## config.mk

```make
export PLATFORM = sky130hd
export DESIGN_NAME = imem_fetch_ctrl
export DESIGN_NICKNAME = d
export VERILOG_FILES = /design/src/rtl/imem_fetch_ctrl.sv
export SDC_FILE = /design/constraint.sdc
export NUM_CORES = 1
export LEC_CHECK = 0
export BUFFER_PORTS_ARGS = -buffer_cell sky130_fd_sc_hd__buf_4
export CAP_MARGIN = 20
export CORE_ASPECT_RATIO = 2
export CORE_MARGIN = 2
export CORE_UTILIZATION = 49
export CTS_CLUSTER_DIAMETER = 50
export DETAILED_ROUTE_END_ITERATION = 12
export GPL_ROUTABILITY_DRIVEN = 0
export GPL_TIMING_DRIVEN = 0
export PLACE_DENSITY = 0.76
export SETUP_SLACK_MARGIN = 0.05
export SLEW_MARGIN = 20
export SYNTH_ARGS = -nofsm -noshare
export SYNTH_HDL_FRONTEND = slang
export SYNTH_SLANG_ARGS = --single-unit
```

## constraint.sdc

```tcl
create_clock -name clk -period 1.5 [get_ports clk]
set_input_delay 0 -clock clk [delete_from_list [all_inputs] [get_ports clk]]
set_output_delay 0 -clock clk [all_outputs]
set_load 0.02 [all_outputs]
```

## src/rtl/imem_fetch_ctrl.sv

```systemverilog
// imem_fetch_ctrl
//   Instruction-fetch controller. Owns the fetch PC, drives the combinational
//   instruction memory read address, and captures each returned word together
//   with its PC into a 2-entry queue drained by decode over valid/ready.
//   Execute can redirect fetch, which flushes the queue.
//
// Ports
//   clk, reset        : system clock, synchronous active-high reset
//   fetch_en          : allow fetching (PC advance + queue push)
//   imem_ra / imem_rd : instruction memory read address / combinational data
//   redirect_valid/pc : taken branch/jump target from execute
//   out_valid/ready   : decode handshake on the queue head
//   out_instr/out_pc  : queue head instruction and its byte address
//   q_count           : queue occupancy (0..2)
module imem_fetch_ctrl #(
    parameter int                     INS_ADDRESS = 9,
    parameter int                     INS_W       = 32,
    parameter logic [INS_ADDRESS-1:0] RESET_PC    = '0
) (
    input  logic                   clk,
    input  logic                   reset,
    input  logic                   fetch_en,
    output logic [INS_ADDRESS-1:0] imem_ra,
    input  logic [INS_W-1:0]       imem_rd,
    input  logic                   redirect_valid,
    input  logic [INS_ADDRESS-1:0] redirect_pc,
    output logic                   out_valid,
    input  logic                   out_ready,
    output logic [INS_W-1:0]       out_instr,
    output logic [INS_ADDRESS-1:0] out_pc,
    output logic [1:0]             q_count
);

    logic [INS_ADDRESS-1:0]        pc;
    logic [1:0][INS_W-1:0]         q_instr;
    logic [1:0][INS_ADDRESS-1:0]   q_pc;
    logic                          rd_ptr;
    logic                          wr_ptr;
    logic [1:0]                    count;
    logic                          pop;
    logic                          push;

    assign pop  = out_valid & out_ready;
    // A full queue can still take a word when the head leaves this cycle.
    assign push = fetch_en & ~redirect_valid & ((count < 2'd2) | pop);

    // imem_ra comes straight from the PC register: no combinational path
    // from the handshake or redirect inputs to the memory address.
    assign imem_ra   = pc;
    assign out_valid = (count != 2'd0);
    assign out_instr = q_instr[rd_ptr];
    assign out_pc    = q_pc[rd_ptr];
    assign q_count   = count;

    always_ff @(posedge clk) begin
        if (reset) begin
            pc      <= RESET_PC;
            q_instr <= '0;
            q_pc    <= '0;
            rd_ptr  <= 1'b0;
            wr_ptr  <= 1'b0;
            count   <= 2'd0;
        end else if (redirect_valid) begin
            // Any head popped this cycle is already consumed; the rest is dropped.
            pc     <= {redirect_pc[INS_ADDRESS-1:2], 2'b00};
            rd_ptr <= 1'b0;
            wr_ptr <= 1'b0;
            count  <= 2'd0;
        end else begin
            if (push) begin
                q_instr[wr_ptr] <= imem_rd;
                q_pc[wr_ptr]    <= pc;
                wr_ptr          <= ~wr_ptr;
                pc              <= pc + INS_ADDRESS'(4);
            end
            if (pop)
                rd_ptr <= ~rd_ptr;
            case ({push, pop})
                2'b10:   count <= count + 2'd1;
                2'b01:   count <= count - 2'd1;
                default: count <= count;
            endcase
        end
    end

endmodule

```

=== Word level (Yosys, flattened, before mapping) ===
Index checks and enable logic that the tools add are counted.
W data, S select, Z words.

* Input bits: 46
* Register bits after elaboration: 95

* Bitwise gates (word level): 7
* Reduce and logical (&&, ||, !) cells: 6
* Multiplexer cells: 13
* $add $sub $neg: 3
* Eq/ne operators: 2
* Order comparisons: 4

{| class="wikitable"
|+ Operator list
! kind !! number
|-
| $mux W32 || 3
|-
| $bwmux W64 || 1
|-
| $mux W9 || 5
|-
| $demux W32 S1 || 1
|-
| $bwmux W18 || 1
|-
| $add A9 B3 Y9 const B || 1
|-
| $demux W9 S1 || 1
|-
| $reduce_bool A2 Y1 || 3
|-
| $lt A1 B2 Y1 const B || 2
|-
| $pmux W2 S2 || 1
|-
| $and A1 B1 Y1 || 3
|-
| $not A1 Y1 || 3
|-
| $add A2 B1 Y2 const B || 1
|-
| $eq A2 B1 Y1 const B || 1
|-
| $eq A2 B2 Y1 const B || 1
|-
| $lt A2 B2 Y1 const B || 1
|-
| $reduce_and A2 Y1 || 1
|-
| $reduce_or A2 Y1 || 1
|-
| $sub A2 B1 Y2 const B || 1
|-
| $ge A1 B1 Y1 const B || 1
|-
| $logic_and A1 B1 Y1 || 1
|-
| $or A1 B1 Y1 || 1
|}

=== Logic depth before layout (Yosys ltp) ===
Gate-level depths: netlist of run 1.

* Word-level depth: 6
* Gate-level depth with buffers: 7
* Mapped depth without buffers: 6

=== Least setup slack after synthesis of run 1 ===
Ideal clock, no wire load.

* Kind: reg2reg
* Start: reg count[1], in the netlist q_count[1]
* End: reg count[1], in the netlist q_count[1]
* Library setup time: 0.070 ns
* Clock period less this slack: 1.582 ns
* Buffers on the path: 1
* Stages on the path, launching flop included: 7
* Arrival time: 1.512 ns
* Setup slack: -0.082 ns
* Cell sequence: dfxtp_1 > nand2b_1 > buf_2 > nand3_1 > ha_1 > or3_1 > a21oi_1

* Longest elaborated chain between the ends: 6
* Elaborated cells between the ends (all ways): 11
* Classes of those cells: add/sub: 2; order compare: 1; eq/ne: 2; mux: 1; bitwise: 3; reduce/logical: 2

{| class="wikitable"
|+ Ends and longest elaborated chain
! what !! line !! source
|-
| start, declared || 39 || <nowiki>logic [1:0] count;</nowiki>
|-
| start signal, assigned || 79 || <nowiki>2'b10: count <= count + 2'd1;</nowiki>
|-
| start signal, assigned || 80 || <nowiki>2'b01: count <= count - 2'd1;</nowiki>
|-
| start signal, assigned || 81 || <nowiki>default: count <= count;</nowiki>
|-
| $reduce_bool A2 Y1 || 50 || <nowiki>assign out_valid = (count != 2'd0);</nowiki>
|-
| $and A1 B1 Y1 || 43 || <nowiki>assign pop = out_valid & out_ready;</nowiki>
|-
| $or A1 B1 Y1 || 45 || <nowiki>assign push = fetch_en & ~redirect_valid & ((count < 2'd2) | pop);</nowiki>
|-
| $and A1 B1 Y1 || 45 ||
|-
| $eq A2 B1 Y1 or $eq A2 B2 Y1 (tied branches) || 78 || <nowiki>case ({push, pop})</nowiki>
|-
| $pmux W2 S2 or $reduce_bool A2 Y1 (tied branches) || - ||
|}

Several ways; a longest one is shown, not always the timed one.
A chain may end at the register's enable or synchronous reset.

=== Worst setup path in the final report of run 1 ===
* Start: reg count[0], in the netlist q_count[0]
* End: reg count[1], in the netlist q_count[1]

* Longest elaborated chain between the ends: 6
* Elaborated cells between the ends (all ways): 11
* Classes of those cells: add/sub: 2; order compare: 1; eq/ne: 2; mux: 1; bitwise: 3; reduce/logical: 2

{| class="wikitable"
|+ Ends and longest elaborated chain
! what !! line !! source
|-
| $reduce_bool A2 Y1 (*) || 50 ||
|-
| $and A1 B1 Y1 (*) || 43 ||
|-
| named net pop || 40 || <nowiki>logic pop;</nowiki>
|-
| $or A1 B1 Y1 || 45 ||
|-
| $and A1 B1 Y1 || 45 ||
|-
| $eq A2 B1 Y1 or $eq A2 B2 Y1 (tied branches) || 78 ||
|-
| $pmux W2 S2 or $reduce_bool A2 Y1 (tied branches) || - ||
|}

Mark *: on every way through the listed nets, which the timed path passes. The rest lies on a longest branch.

==> results of run 1 <==
[cells in the mapped netlist, drive strengths merged]
cell    number
buf         20
clkinv       1
or4          3
clkbuf      16
o31ai        2
a31o         3
o21a         1
or3          3
nand2b     118
nand3        2
nand2        1
nor4         1
xnor2        2
inv          4
nor2         9
or2          2
a21oi        2
xor2         1
mux2i       78
nand4        6
and3         2
o21ai        4
a311oi       7
dfxtp       89
ha           2
mux2        39
conb         1
nor2b        1
and4         1
[per-stage QoR]
stage                     setup TNS, ps  hold slack, ps
after floorplan                   -26.7             163
after global placement             -857             282
after detailed placement          -2690             300
after CTS                             0            38.0
after global routing               -127            49.2
final                            -0.683            60.9
[critical path, cell delays in order, from the launching register on]
cell and delay [ps]:
dfxtp_4 350, o21a_1 230, ha_4 180, xnor2_2 130, or3_4 370, a21oi_2 160
[logic make-up after synthesis]
group	count (synthesis)	synth area share, %
xor+xnor	3	0.603
other cells	1	0.0861
buf+inv	41	5.37
simple gates	149	21.3
fa+ha+maj	2	0.574
flops	89	40.9
compound gates	19	3.22
mux	117	28.0
[sequential cells by signal, summed over array words and instances, names as in the netlist]
| register | flops |
|---|---|
| q_instr | 64 |
| q_pc | 14 |
| imem_ra | 7 |
| q_count | 2 |
| rd_ptr | 1 |
| wr_ptr | 1 |
[repair_timing]
action / in CTS / in global routing
hold buffers: 39 / 0
resized for setup: 33 / 32
hold endpoints to repair: 73 / 0
gates cloned: 0 / 4
endpoints found under the setup margin: 92 / 63
setup buffers: 2 / 11
pin swaps: 2 / 6
[routing by layer]
layer  track usage, %  vias up
met5                0        -
met2             48.5       95
met1             22.9     1782
met4             10.2        0
li1                 -     1748
met3             5.56       21
[final timing paths]
| path | end | slack (ps) | depth (start not counted) |
|---|---|---|---|
| worst min register to register | q_instr[40] | 470 | 2 |
| worst max-delay path | q_count[1] | -0.7 | 5 |
| worst max register to register | q_count[1] | -0.7 | 5 |
| worst min-delay path | imem_ra[6] | 60 | 3 |
[power groups by stage]
stage	clock network, W	logic (W)	registers [W]
final	0.00237	0.000931	0.00250
after global routing	0.00250	0.000991	0.00251
after CTS	0.00240	0.000840	0.00251
after detailed placement	0	0.000737	0.00256
after global placement	0	0.000726	0.00255
after floorplan	0	0.000439	0.00256
[final cells by class]
class	count	area, µm²
flip-flops and latches	89	1800
fillers	623	2350
repair buffers	147	1260
clock inverters	3	65.1
clock buffers	12	246
well taps	100	125
multi-input cells	294	2460
plain buffers	35	320
inverters	5	18.8
==> results.ini, run 1 <==
[outcome]
status = complete, but fails checks
violations = setup timing

[sta]
rsz0062_at_grt = yes
fin_skew_ps = 4.70
slew_violations = 0
fin_crit_ps = 1500
final-setup-viol-count = 1
max_freq_ghz = 0.666
timing.final.crit_share_pct = 100
final.setup.worst_slack_ps = -0.683
hold_violations = 0

[floorplanning]
start_util_pct = 50.4
ios = 99
die_x_um = 70.7
fp.dieH_um = 137
die-area_um2 = 9710
rows = 48
core_um2 = 8650

[power]
p_clk_share_pct = 40.8
swShare_pct = 23.4
power_w = 0.00581
p_seq_share_pct = 43.1
power_leakage_nw = 2.79
p_int_w = 0.00445
pwr-share-comb_pct = 16.0
vdd_ir_drop_max_mv = 0.826
switching_power_w = 0.00136
power_density_nw_per_um2 = 921

[worst_setup_path]
critPathKind = reg2reg
endpoint_kind = flip-flop
crit_required_ps = 1760
r2r-start = q_count[0]
cp_max_fo = 3
cp-start-kind = flip-flop
critical_path.startpoint = q_count[0]
crit_arrival_ps = 1760

[synthesis]
ys_ff_latch = 89
yosys.cell_types.count = 36
seq_area_frac_synth_pct = 40.9
ys_warn_count = 0
netlist_instances = 421
avgSynthCellArea_um2 = 10.3
synth_area_leaders = dfxtp_1 41%, mux2i_1 18%, nand2b_1 17%
netlist_area_um2 = 4360
synth_area_leader_cell = dfxtp_1
yosysTopAreaCellShare_pct = 40.9

[routing]
topRoutingLayerUsed = met4
drt_iter0_markers = 131
drtPass1Iterations = 4
dr_wl_met2_um = 7130
met1_length_um = 4270
via_count = 3646
remaining_drc_errors = 0
viasPerCell = 5.32
drtAntennaViolNets = 0
wl_um = 12200
detail_route.wl_per_cell_um = 17.8
routed-wl-met3_um = 478

[placed_design]
io_buffers = 91
place_area_um2 = 5180
dp.cells = 615
hpwl_um = 7970
pre_cts_ws_ps = -227

[clock_network]
cts_max_level = 3
clk_path_buf_depth = 2
cts_tree = yes
cts.sinks = 89
root_buffer = clkbuf_16
cts_buffers = 9
clk_pin_slew_worst_paths_ps = 60
clk_latency_ps = 340

[cells_and_area]
diodes = 0
nNetsFinal = 629
finalInstanceArea_um2 = 6300
layoutNonFillerInstCount = 685
area_growth_pct = 44.7
drive_above_1_share_pct = 36.1
final_common_cell = nand2b_1
final_cell_mix = 117 x nand2b_1, 108 x buf_4, 83 x dfxtp_1, 76 x mux2i_1, 39 x dlygate4sd3_1
utilization_pct = 72.9

[global_routing]
grt_pass1_wl_um = 18200
grt-ovfl-total = 0
track_usage_pct = 24.2
grt_pass1_vias = 3832
grt_max_degree = 14
antenna_found_initial = 0

[flow_run]
maxCapViolations = 0

[min_path]
min_from = redirect_pc[6]
hold_path.class = in2reg

Power figures use the tool's default switching activity.
==> run 2, diff against run 1 <==
- GPL_TIMING_DRIVEN: 0 -> unset
==> run 2 against run 1 <==
The flow now finishes without violations. Final cell count decreased by 4.8%. Cell area fell by 6.3%. Sequential share of layout area increased by 1.7 points. Critical endpoint is now q_instr[37].
==> results.ini, run 2 (same netlist as run 1, synthesis figures left out) <==
[global_routing]
grt_pass1_wl_um = 16200
grt_use_met2_pct = 38.8
track_usage_pct = 20.6
met3_usage_pct = 4.54
grt_pass1_vias = 3543
grt_use_met1_pct = 22.5
antenna_found_initial = 0
grt-ovfl-total = 0
grt_busiest_layer = met2
grt_max_degree = 63

[worst_setup_path]
r2r_slack_ps = 60
cp_max_fo = 13
critical_path.startpoint = q_count[1]
timing.rr.end = q_instr[37]
cp-start-kind = flip-flop
crit_required_ps = 1740
crit_arrival_ps = 1680
endpoint_kind = flip-flop
critPathKind = reg2reg
r2r-start = q_count[1]
ff2ff_path_depth = 5

[placed_design]
place_area_um2 = 5140
dp.cells = 595
io_buffers = 92
hpwl_um = 6750

[sta]
fin_skew_ps = 6.39
timing.final.crit_share_pct = 95.8
slew_violations = 0
hold_violations = 0
fin_hold_ws_ps = 6.98
max_freq_ghz = 0.696
fin_setup_tns_ps = 0
fin_crit_ps = 1440
final-setup-viol-count = 0
rsz0062_at_grt = yes

[floorplanning]
ios = 99
fp.dieH_um = 137
core_um2 = 8650
die_x_um = 70.7
die-area_um2 = 9710
start_util_pct = 50.4
rows = 48

[power]
vdd_ir_drop_max_mv = 0.669
power_leakage_nw = 2.61
power_density_nw_per_um2 = 901
power_w = 0.00532

[clock_network]
cts_max_level = 3
cts.sinks = 89
clk_path_buf_depth = 2
cts_buffers = 9
clk_latency_ps = 330
cts_tree = yes
root_buffer = clkbuf_16
clk_pin_slew_worst_paths_ps = 60

[routing]
drt_iter0_markers = 125
wl_um = 10200
drtAntennaViolNets = 0
remaining_drc_errors = 0
viasPerCell = 5.19
via_count = 3386
detail_route.wl_per_cell_um = 15.6
drtPass1Iterations = 4

[cells_and_area]
ff_latch_area_um2 = 1790
final_cell_mix = 118 x nand2b_1, 102 x buf_4, 85 x dfxtp_1, 78 x mux2i_1, 39 x mux2_2
finalInstanceArea_um2 = 5900
final_common_cell = nand2b_1
layoutNonFillerInstCount = 652
largest_reg_flops = 64
largest-register = q_instr
fillers = 692
drive_above_1_share_pct = 33.5
multi_input_area_um2 = 2400
area_growth_pct = 35.5
diodes = 0
nNetsFinal = 595

[min_path]
worstHoldEndpoint = rd_ptr
worstHoldPathCells = 3
min_from = redirect_valid
hold_path.class = in2reg

[flow_run]
maxCapViolations = 0

[outcome]
status = complete, no violations

==> run 2: cell count changes in the layout (fill, tap and decap cells not counted), moves of 2 or more <==
cell and delta:
dfxtp_4 -4, dfxtp_2 +2, clkbuf_1 -15, clkinv_2 +3, mux2i_1 +2, bufinv_16 -2
buf_8 -4, clkinvlp_4 +2, buf_6 -4, dfxtp_1 +2, buf_4 -6
==> run 2: report_power, final <==
part	leakage (nW)	switching [W]	total (W)	internal, W
Sequential	0.726	0.0000548	0.00250	0.00244
Clock	0.128	0.000896	0.00201	0.00111
Combinational	1.76	0.000371	0.000813	0.000443
Total	2.61	0.00132	0.00532	0.00400
==> run 2: stage by stage <==
stage / worst slack [ps] / utilization [%]
floorplan: -26.7 / -
detailed placement: 63.8 / 59.5
CTS: 50.8 / 67.0
global placement: 74.7 / 59.5
finish: 62.9 / 68.3
global route: -16.4 / 68.3
==> run 2: final cells by class <==
cell class,count,area share (%)
Multi-Input combinational cell,294,40.6
Inverter,5,0.318
Tap cell,100,2.12
Timing Repair Buffer,148,22.1
Clock buffer,10,3.88
Sequential cell,89,30.3
Clock inverter,6,0.593
==> run 2: timing repair <==
item / 4_1_cts / 5_1_grt
resized for setup: 2 / 9
setup buffers: 0 / 1
endpoints found under the hold margin: 68 / 0
gates cloned: 0 / 2
setup endpoints to repair: 16 / 26
hold buffers: 38 / 0
==> run 2: worst max-delay path by stage <==
stage,end,slack [ps],depth (start not counted)
global route,q_instr[37],-20,5
finish,q_instr[37],60,5
floorplan,q_count[1],-30,6
detailed placement,q_count[1],60,4
CTS,q_count[1],50,4
global placement,q_count[1],70,4
==> run 2: worst max-delay path, stage by stage (launching register included) <==
cell	delay, ps
dfxtp_2	350
nand2b_1	120
buf_4	180
and4_2	260
buf_12	160
mux2i_1	270
==> run 2: layer usage <==
metal  up-vias  share of wire [%]
li1       1672                  -
met1      1622                 38
met2        79                 55
met3        13                4.8
met4         0                1.7
met5         -                  0
